File: src/rtl/dma_pkg.sv
// Shared definitions for the IO-device-2 DMA channel: FSM states, CPU register
// map, CTRL/status bit positions and default geometry.
package dma_pkg;

  localparam int ADDR_W_DEF    = 13;
  localparam int BUF_DEPTH_DEF = 32;

  typedef enum logic [2:0] {
    S_IDLE = 3'd0,
    S_REQ  = 3'd1,
    S_RD   = 3'd2,
    S_CAP  = 3'd3,
    S_WR   = 3'd4,
    S_DONE = 3'd5
  } state_e;

  localparam logic [1:0] REG_DST  = 2'd0;
  localparam logic [1:0] REG_CNT  = 2'd1;
  localparam logic [1:0] REG_CTRL = 2'd2;

  localparam int CTRL_EN       = 0;
  localparam int CTRL_ABORT    = 1;
  localparam int CTRL_IRQ_EN   = 2;
  localparam int CTRL_DONE_CLR = 3;

  localparam int STAT_BUSY    = 0;
  localparam int STAT_DONE    = 1;
  localparam int STAT_ABORTED = 2;

  // Word count actually moved: the device buffer cannot supply more than depth.
  function automatic logic [31:0] clamp_cnt(input logic [31:0] cnt,
                                            input logic [31:0] depth);
    return (cnt > depth) ? depth : cnt;
  endfunction

endpackage

File: src/rtl/dma_req_sync.sv
// Two-flop synchronizer for an asynchronous level request, followed by a
// rising-edge detector producing a single-cycle pulse in the clk domain.
module dma_req_sync (
  input  logic clk,
  input  logic reset,
  input  logic async_i,
  output logic rise_o
);

  logic meta_q;
  logic sync_q;
  logic prev_q;

  always_ff @(posedge clk) begin
    if (reset) begin
      meta_q <= 1'b0;
      sync_q <= 1'b0;
      prev_q <= 1'b0;
    end else begin
      meta_q <= async_i;
      sync_q <= meta_q;
      prev_q <= sync_q;
    end
  end

  assign rise_o = sync_q & ~prev_q;

endmodule

File: src/rtl/dma_io2_channel.sv
// Single DMA channel moving words from IO device 2's buffer into memory,
// one word per RD/CAP/WR beat, under CPU-programmed DST/CNT/CTRL registers.
module dma_io2_channel
  import dma_pkg::*;
#(
  parameter int ADDR_W    = ADDR_W_DEF,
  parameter int BUF_DEPTH = BUF_DEPTH_DEF
) (
  input  logic              clk,
  input  logic              reset,
  input  logic              GPIO2,
  output logic              Ack2,
  output logic [8:0]        index,
  output logic              IOWrite2,
  input  logic [31:0]       dev_rdata,
  output logic              bus_req,
  input  logic              bus_grant,
  output logic [ADDR_W-1:0] mem_addr,
  output logic [31:0]       mem_wdata,
  output logic              mem_we,
  input  logic              cfg_we,
  input  logic [1:0]        cfg_addr,
  input  logic [31:0]       cfg_wdata,
  output logic [7:0]        status,
  output logic              done_irq
);

  localparam int REM_W = $clog2(BUF_DEPTH + 1);

  state_e            state_q, state_d;
  logic [ADDR_W-1:0] dst_q;
  logic [ADDR_W-1:0] addr_q;
  logic [31:0]       cnt_q;
  logic [REM_W-1:0]  rem_q;
  logic [7:0]        ptr_q;
  logic [31:0]       wdata_q;
  logic              en_q;
  logic              irq_en_q;
  logic              done_q;
  logic              aborted_q;
  logic              abort_pend_q;

  logic req_rise;
  logic ctrl_wr;
  logic abort_p;
  logic done_clr_p;
  logic start;
  logic last_beat;
  logic abort_now;
  logic in_beat;

  dma_req_sync u_req_sync (
    .clk     (clk),
    .reset   (reset),
    .async_i (GPIO2),
    .rise_o  (req_rise)
  );

  assign ctrl_wr    = cfg_we && (cfg_addr == REG_CTRL);
  assign abort_p    = ctrl_wr && cfg_wdata[CTRL_ABORT];
  assign done_clr_p = ctrl_wr && cfg_wdata[CTRL_DONE_CLR];
  assign start      = req_rise && (state_q == S_IDLE) && en_q;
  assign last_beat  = (rem_q == REM_W'(1));
  assign abort_now  = abort_p || abort_pend_q;
  assign in_beat    = (state_q == S_RD) || (state_q == S_CAP) || (state_q == S_WR);

  always_ff @(posedge clk) begin
    if (reset) begin
      state_q <= S_IDLE;
    end else begin
      state_q <= state_d;
    end
  end

  always_comb begin
    state_d = state_q;
    case (state_q)
      S_IDLE: begin
        if (start) begin
          state_d = (cnt_q == 32'd0) ? S_DONE : S_REQ;
        end
      end
      S_REQ: begin
        if (abort_p) begin
          state_d = S_IDLE;
        end else if (bus_grant) begin
          state_d = S_RD;
        end
      end
      // Grant is not consulted in RD/CAP: a started beat always completes.
      S_RD:  state_d = S_CAP;
      S_CAP: state_d = S_WR;
      S_WR: begin
        if (abort_now) begin
          state_d = S_IDLE;
        end else if (!last_beat) begin
          state_d = bus_grant ? S_RD : S_REQ;
        end else begin
          state_d = S_DONE;
        end
      end
      S_DONE:  state_d = S_IDLE;
      default: state_d = S_IDLE;
    endcase
  end

  always_comb begin
    bus_req  = 1'b0;
    index    = 9'd0;
    mem_we   = 1'b0;
    mem_addr = '0;
    Ack2     = 1'b0;
    case (state_q)
      S_REQ: bus_req = 1'b1;
      S_RD: begin
        bus_req = 1'b1;
        index   = {1'b1, ptr_q};
      end
      S_CAP: bus_req = 1'b1;
      S_WR: begin
        bus_req  = 1'b1;
        mem_we   = 1'b1;
        mem_addr = addr_q;
      end
      S_DONE:  Ack2 = 1'b1;
      default: ;
    endcase
  end

  assign IOWrite2  = 1'b0;
  assign mem_wdata = wdata_q;
  assign status    = {5'd0, aborted_q, done_q, (state_q != S_IDLE)};
  assign done_irq  = done_q & irq_en_q;

  always_ff @(posedge clk) begin
    if (reset) begin
      dst_q        <= '0;
      cnt_q        <= '0;
      en_q         <= 1'b0;
      irq_en_q     <= 1'b0;
      addr_q       <= '0;
      ptr_q        <= '0;
      rem_q        <= '0;
      wdata_q      <= '0;
      done_q       <= 1'b0;
      aborted_q    <= 1'b0;
      abort_pend_q <= 1'b0;
    end else begin
      if (cfg_we && (state_q == S_IDLE)) begin
        if (cfg_addr == REG_DST) dst_q <= cfg_wdata[ADDR_W-1:0];
        if (cfg_addr == REG_CNT) cnt_q <= cfg_wdata;
      end
      if (ctrl_wr) begin
        en_q     <= cfg_wdata[CTRL_EN];
        irq_en_q <= cfg_wdata[CTRL_IRQ_EN];
      end

      if (start) begin
        addr_q <= dst_q;
        ptr_q  <= 8'd0;
        rem_q  <= REM_W'(clamp_cnt(cnt_q, 32'(BUF_DEPTH)));
      end
      if (state_q == S_CAP) begin
        wdata_q <= dev_rdata;
      end
      if (state_q == S_WR) begin
        addr_q <= addr_q + ADDR_W'(1);
        ptr_q  <= ptr_q + 8'd1;
        rem_q  <= rem_q - REM_W'(1);
      end

      // An abort seen mid-beat is held until the beat's write has been issued.
      if (in_beat && (state_q != S_WR)) begin
        abort_pend_q <= abort_pend_q | abort_p;
      end else begin
        abort_pend_q <= 1'b0;
      end

      // Setting wins over a same-cycle done_clear.
      if (state_q == S_DONE) begin
        done_q <= 1'b1;
      end else if (done_clr_p) begin
        done_q <= 1'b0;
      end
      if (((state_q == S_REQ) && abort_p) || ((state_q == S_WR) && abort_now)) begin
        aborted_q <= 1'b1;
      end else if (done_clr_p) begin
        aborted_q <= 1'b0;
      end
    end
  end

endmodule

File: config.mk
export PLATFORM = sky130hd
export DESIGN_NAME = dma_io2_channel
export DESIGN_NICKNAME = d
export VERILOG_FILES = /design/src/rtl/dma_pkg.sv /design/src/rtl/dma_req_sync.sv /design/src/rtl/dma_io2_channel.sv
export SDC_FILE = /design/constraint.sdc
export NUM_CORES = 1
export LEC_CHECK = 0
export BUFFER_PORTS_ARGS = -buffer_cell sky130_fd_sc_hd__buf_4
export CORE_ASPECT_RATIO = 1.2
export CORE_UTILIZATION = 33
export CTS_BUF_LIST = sky130_fd_sc_hd__clkbuf_8
export CTS_CLUSTER_SIZE = 14
export DETAILED_ROUTE_END_ITERATION = 6
export GPL_ROUTABILITY_DRIVEN = 0
export PLACE_DENSITY_LB_ADDON = 0.15
export SKIP_LAST_GASP = 1
export SYNTH_ARGS = -nofsm -noshare
export SYNTH_HDL_FRONTEND = slang
export SYNTH_SLANG_ARGS = --single-unit
File: constraint.sdc
create_clock -name clk -period 2.2 [get_ports clk]
set_input_delay 0.22 -clock clk [delete_from_list [all_inputs] [get_ports clk]]
set_output_delay 0.22 -clock clk [all_outputs]
set_load 0.1 [all_outputs]
==> results.json <==
{
  "run_status": "complete, no violations",
  "row_count": 48,
  "ios": 138,
  "io_buffers": 131,
  "grt_pass1_wl_mm": 22.5,
  "clk_latency_ns": 0.44,
  "worst-path-max-fanout": 24,
  "fmax_mhz": 471,
  "maxSlewHeadroom_pct": 52.4,
  "fin_skew_ns": 0.00539,
  "finalSetupViolCount": 0,
  "synth_top_flop_cell": "dfxtp_1",
  "final-hold-violation-count": 0,
  "grt_pass1_vias": 4700,
  "vias": 4979,
  "diodes": 0,
  "synthesis.area_sq_um": 5000,
  "synth_most_common_cell": "nand2_1",
  "die_w_microns": 114,
  "yosys_warnings": 0,
  "viasPerCell": 4.99,
  "p_leak_uw": 0.00267,
  "fp.dieH_microns": 137,
  "die_area_sq_um": 15700,
  "crit_path_end_kind": "output pin",
  "tightest_slew_ns": 0.714,
  "initialDrtViolationCount": 238,
  "drive_gt1_share_pct": 26.4,
  "synthTopCellsByArea": "dfxtp_1, nand2_1, a21oi_1",
  "first_pass_iters": 4,
  "drv_cap": 0,
  "clk_pin_slew_worst_paths_ns": 0.07,
  "numCtsBuffers": 17,
  "synth_cell_types": 54,
  "core_area_sq_um": 14600,
  "ys_seq_elements": 115,
  "yosysTopAreaCellShare_pct": 46.0,
  "crit_path_start_kind": "register",
  "vdd_drop_max_mv": 0.479,
  "synthArstFlopShare_pct": 0,
  "hold_class": "input pin to register",
  "htreeDepth": 4,
  "dp.final_hpwl_mm": 9.76,
  "gr-total-overflow": 0,
  "clkSinkCount": 115,
  "drc": 0,
  "syn_avg_cell_area_sq_um": 7.73,
  "drtAntennaViolNets": 0,
  "cts_root_buf": "clkbuf_8",
  "worstSetupPathType": "register to output pin",
  "cts_tree": "yes",
  "area_delta_synth_final_pct": 37.3,
  "ctsLongestPathBuffers": 2,
  "powerDensity_nw_per_um2": 649,
  "maxSlewViolCount": 0,
  "p_total_uw": 4450,
  "antenna_found_initial": 0,
  "yosysSeqAreaShare_pct": 46.0,
  "cts_setup_buffers": 0,
  "synth_top_cell_by_area": "dfxtp_1",
  "start_util_pct": 34.3,
  "syn_inst": 647,
  "finalSetupTns_ns": 0,
  "finalCritPeriodShare_pct": 96.4,
  "routed_wl_mm": 14.1,
  "cp_data_required_time_ns": 1.98,
  "min_period_ns": 2.12,
  "cp.arrival_ns": 1.90,
  "grtUsageTotal_pct": 18.4,
  "grt_max_degree": 63,
  "wl_per_cell_microns": 14.1,
  "rsz0062_at_grt": "no",
  "num-nets-final": 860,
  "synth_edf_count": 0,
  "netlist_top_cells_count": "nand2_1, dfxtp_1, a21oi_1, clkbuf_1, nor2_1"
}
worst max-delay path: stages, from the launching register on:
cell	delay [ns]
dfxtp_1	0.37
or3b_4	0.51
buf_4	0.25
nor2_4	0.12
buf_8	0.20
placed cells by master (no fill, tap or decap), types with 6 or more instances in the layout:
| cell | Yosys | routed |
|---|---|---|
| a21oi_1 | 105 | 105 |
| buf_6 | 1 | 8 |
| nand3_1 | 16 | 16 |
| and2_4 | 0 | 9 |
| clkbuf_8 | 0 | 19 |
| nor2_1 | 27 | 25 |
| nand2_1 | 181 | 180 |
| conb_1 | 1 | 6 |
| nand4_1 | 7 | 7 |
| inv_1 | 7 | 8 |
| a31oi_1 | 8 | 8 |
| clkinvlp_4 | 0 | 7 |
| dfxtp_1 | 115 | 114 |
| and2_2 | 0 | 9 |
| or4_1 | 7 | 7 |
| o21ai_0 | 14 | 14 |
| buf_4 | 8 | 134 |
| nor4_1 | 9 | 9 |
| dlygate4sd3_1 | 0 | 17 |
final timing paths:
kind	startpoint	endpoint	slack, ns	depth (start not counted)
worst max-delay path	state_q[0]$_SDFFE_PP0P_	mem_addr[2]	0.08	4
worst min register to register	cnt_q[18]$_SDFFE_PP0P_	cnt_q[18]$_SDFFE_PP0P_	0.45	2
worst max register to register	state_q[0]$_SDFFE_PP0P_	addr_q[6]$_SDFFE_PP0P_	0.28	5
worst min-delay path	dev_rdata[24]	mem_wdata[24]$_SDFFE_PP0N_	0.02	3
cells by family (layout without fill, tap and decap cells):
logic type / after synthesis / after routing / share of synthesized area, %
XOR/XNOR: 2 / 2 / 0.350
adder cells (fa/ha/maj): 4 / 4 / 1.00
flip-flops: 115 / 115 / 46.0
buffers and inverters: 58 / 204 / 5.45
multiplexers: 3 / 3 / 0.675
AO/OA/AOI/OAI: 154 / 154 / 17.4
other: 1 / 6 / 0.0750
AND/OR/NAND/NOR: 310 / 310 / 29.0
stage by stage:
| step | util (%) | worst slack (ns) | area, sq um | hold WS [ns] | instances |
|---|---|---|---|---|---|
| after floorplan | - | 0.0174 | 5090 | 0.348 | 652 |
| after global placement | 42.7 | 0.156 | 6240 | 0.442 | 949 |
| after detailed placement | 42.7 | 0.0856 | 6240 | 0.445 | 949 |
| after CTS | 46.7 | 0.00414 | 6820 | 0.000133 | 998 |
| after global routing | 47.0 | 0.00196 | 6860 | 0.00619 | 998 |
| final | 47.0 | 0.0782 | 6860 | 0.0224 | 998 |
where the power goes:
part | internal [uW] | leakage (uW) | switching (uW)
Clock | 1060 | 0.000184 | 913
Sequential | 2110 | 0.000930 | 19.4
Combinational | 154 | 0.00156 | 197
state kept, by name (all words and copies together) (netlist names):
| name | flops |
|---|---|
| ptr_q | 8 |
| u_req_sync.prev_q | 1 |
| rem_q | 6 |
| irq_en_q | 1 |
| dst_q | 13 |
| mem_wdata | 32 |
| addr_q | 13 |
| aborted_q | 1 |
| abort_pend_q | 1 |
| u_req_sync.sync_q | 1 |
| en_q | 1 |
| done_q | 1 |
| u_req_sync.meta_q | 1 |
| cnt_q | 32 |
| state_q | 3 |
metal layers:
metal	wire, microns	GRT usage (%)	up-vias
li1	-	-	2494
met1	6080	22.2	2300
met2	6860	30.6	161
met3	901	5.58	24
met4	242	7.43	0
met5	0	0	-
final cells by class:
cell class                 instances  area [sq um]
tap                              200           250
sequential                       115          2300
clock inverter                    13           135
timing repair buffer             164          1360
inverter                           8          42.5
fill                            1458          7730
multi-input combinational        479          2510
clock buffer                      19           262
what timing repair did:
action,CTS,global route
endpoints found under the setup margin,12,19
hold buffers,17,0
cloned,0,0
hold endpoints to repair,17,0
resized for setup,3,14
No activity file was read; power rests on OpenSTA's default activity.
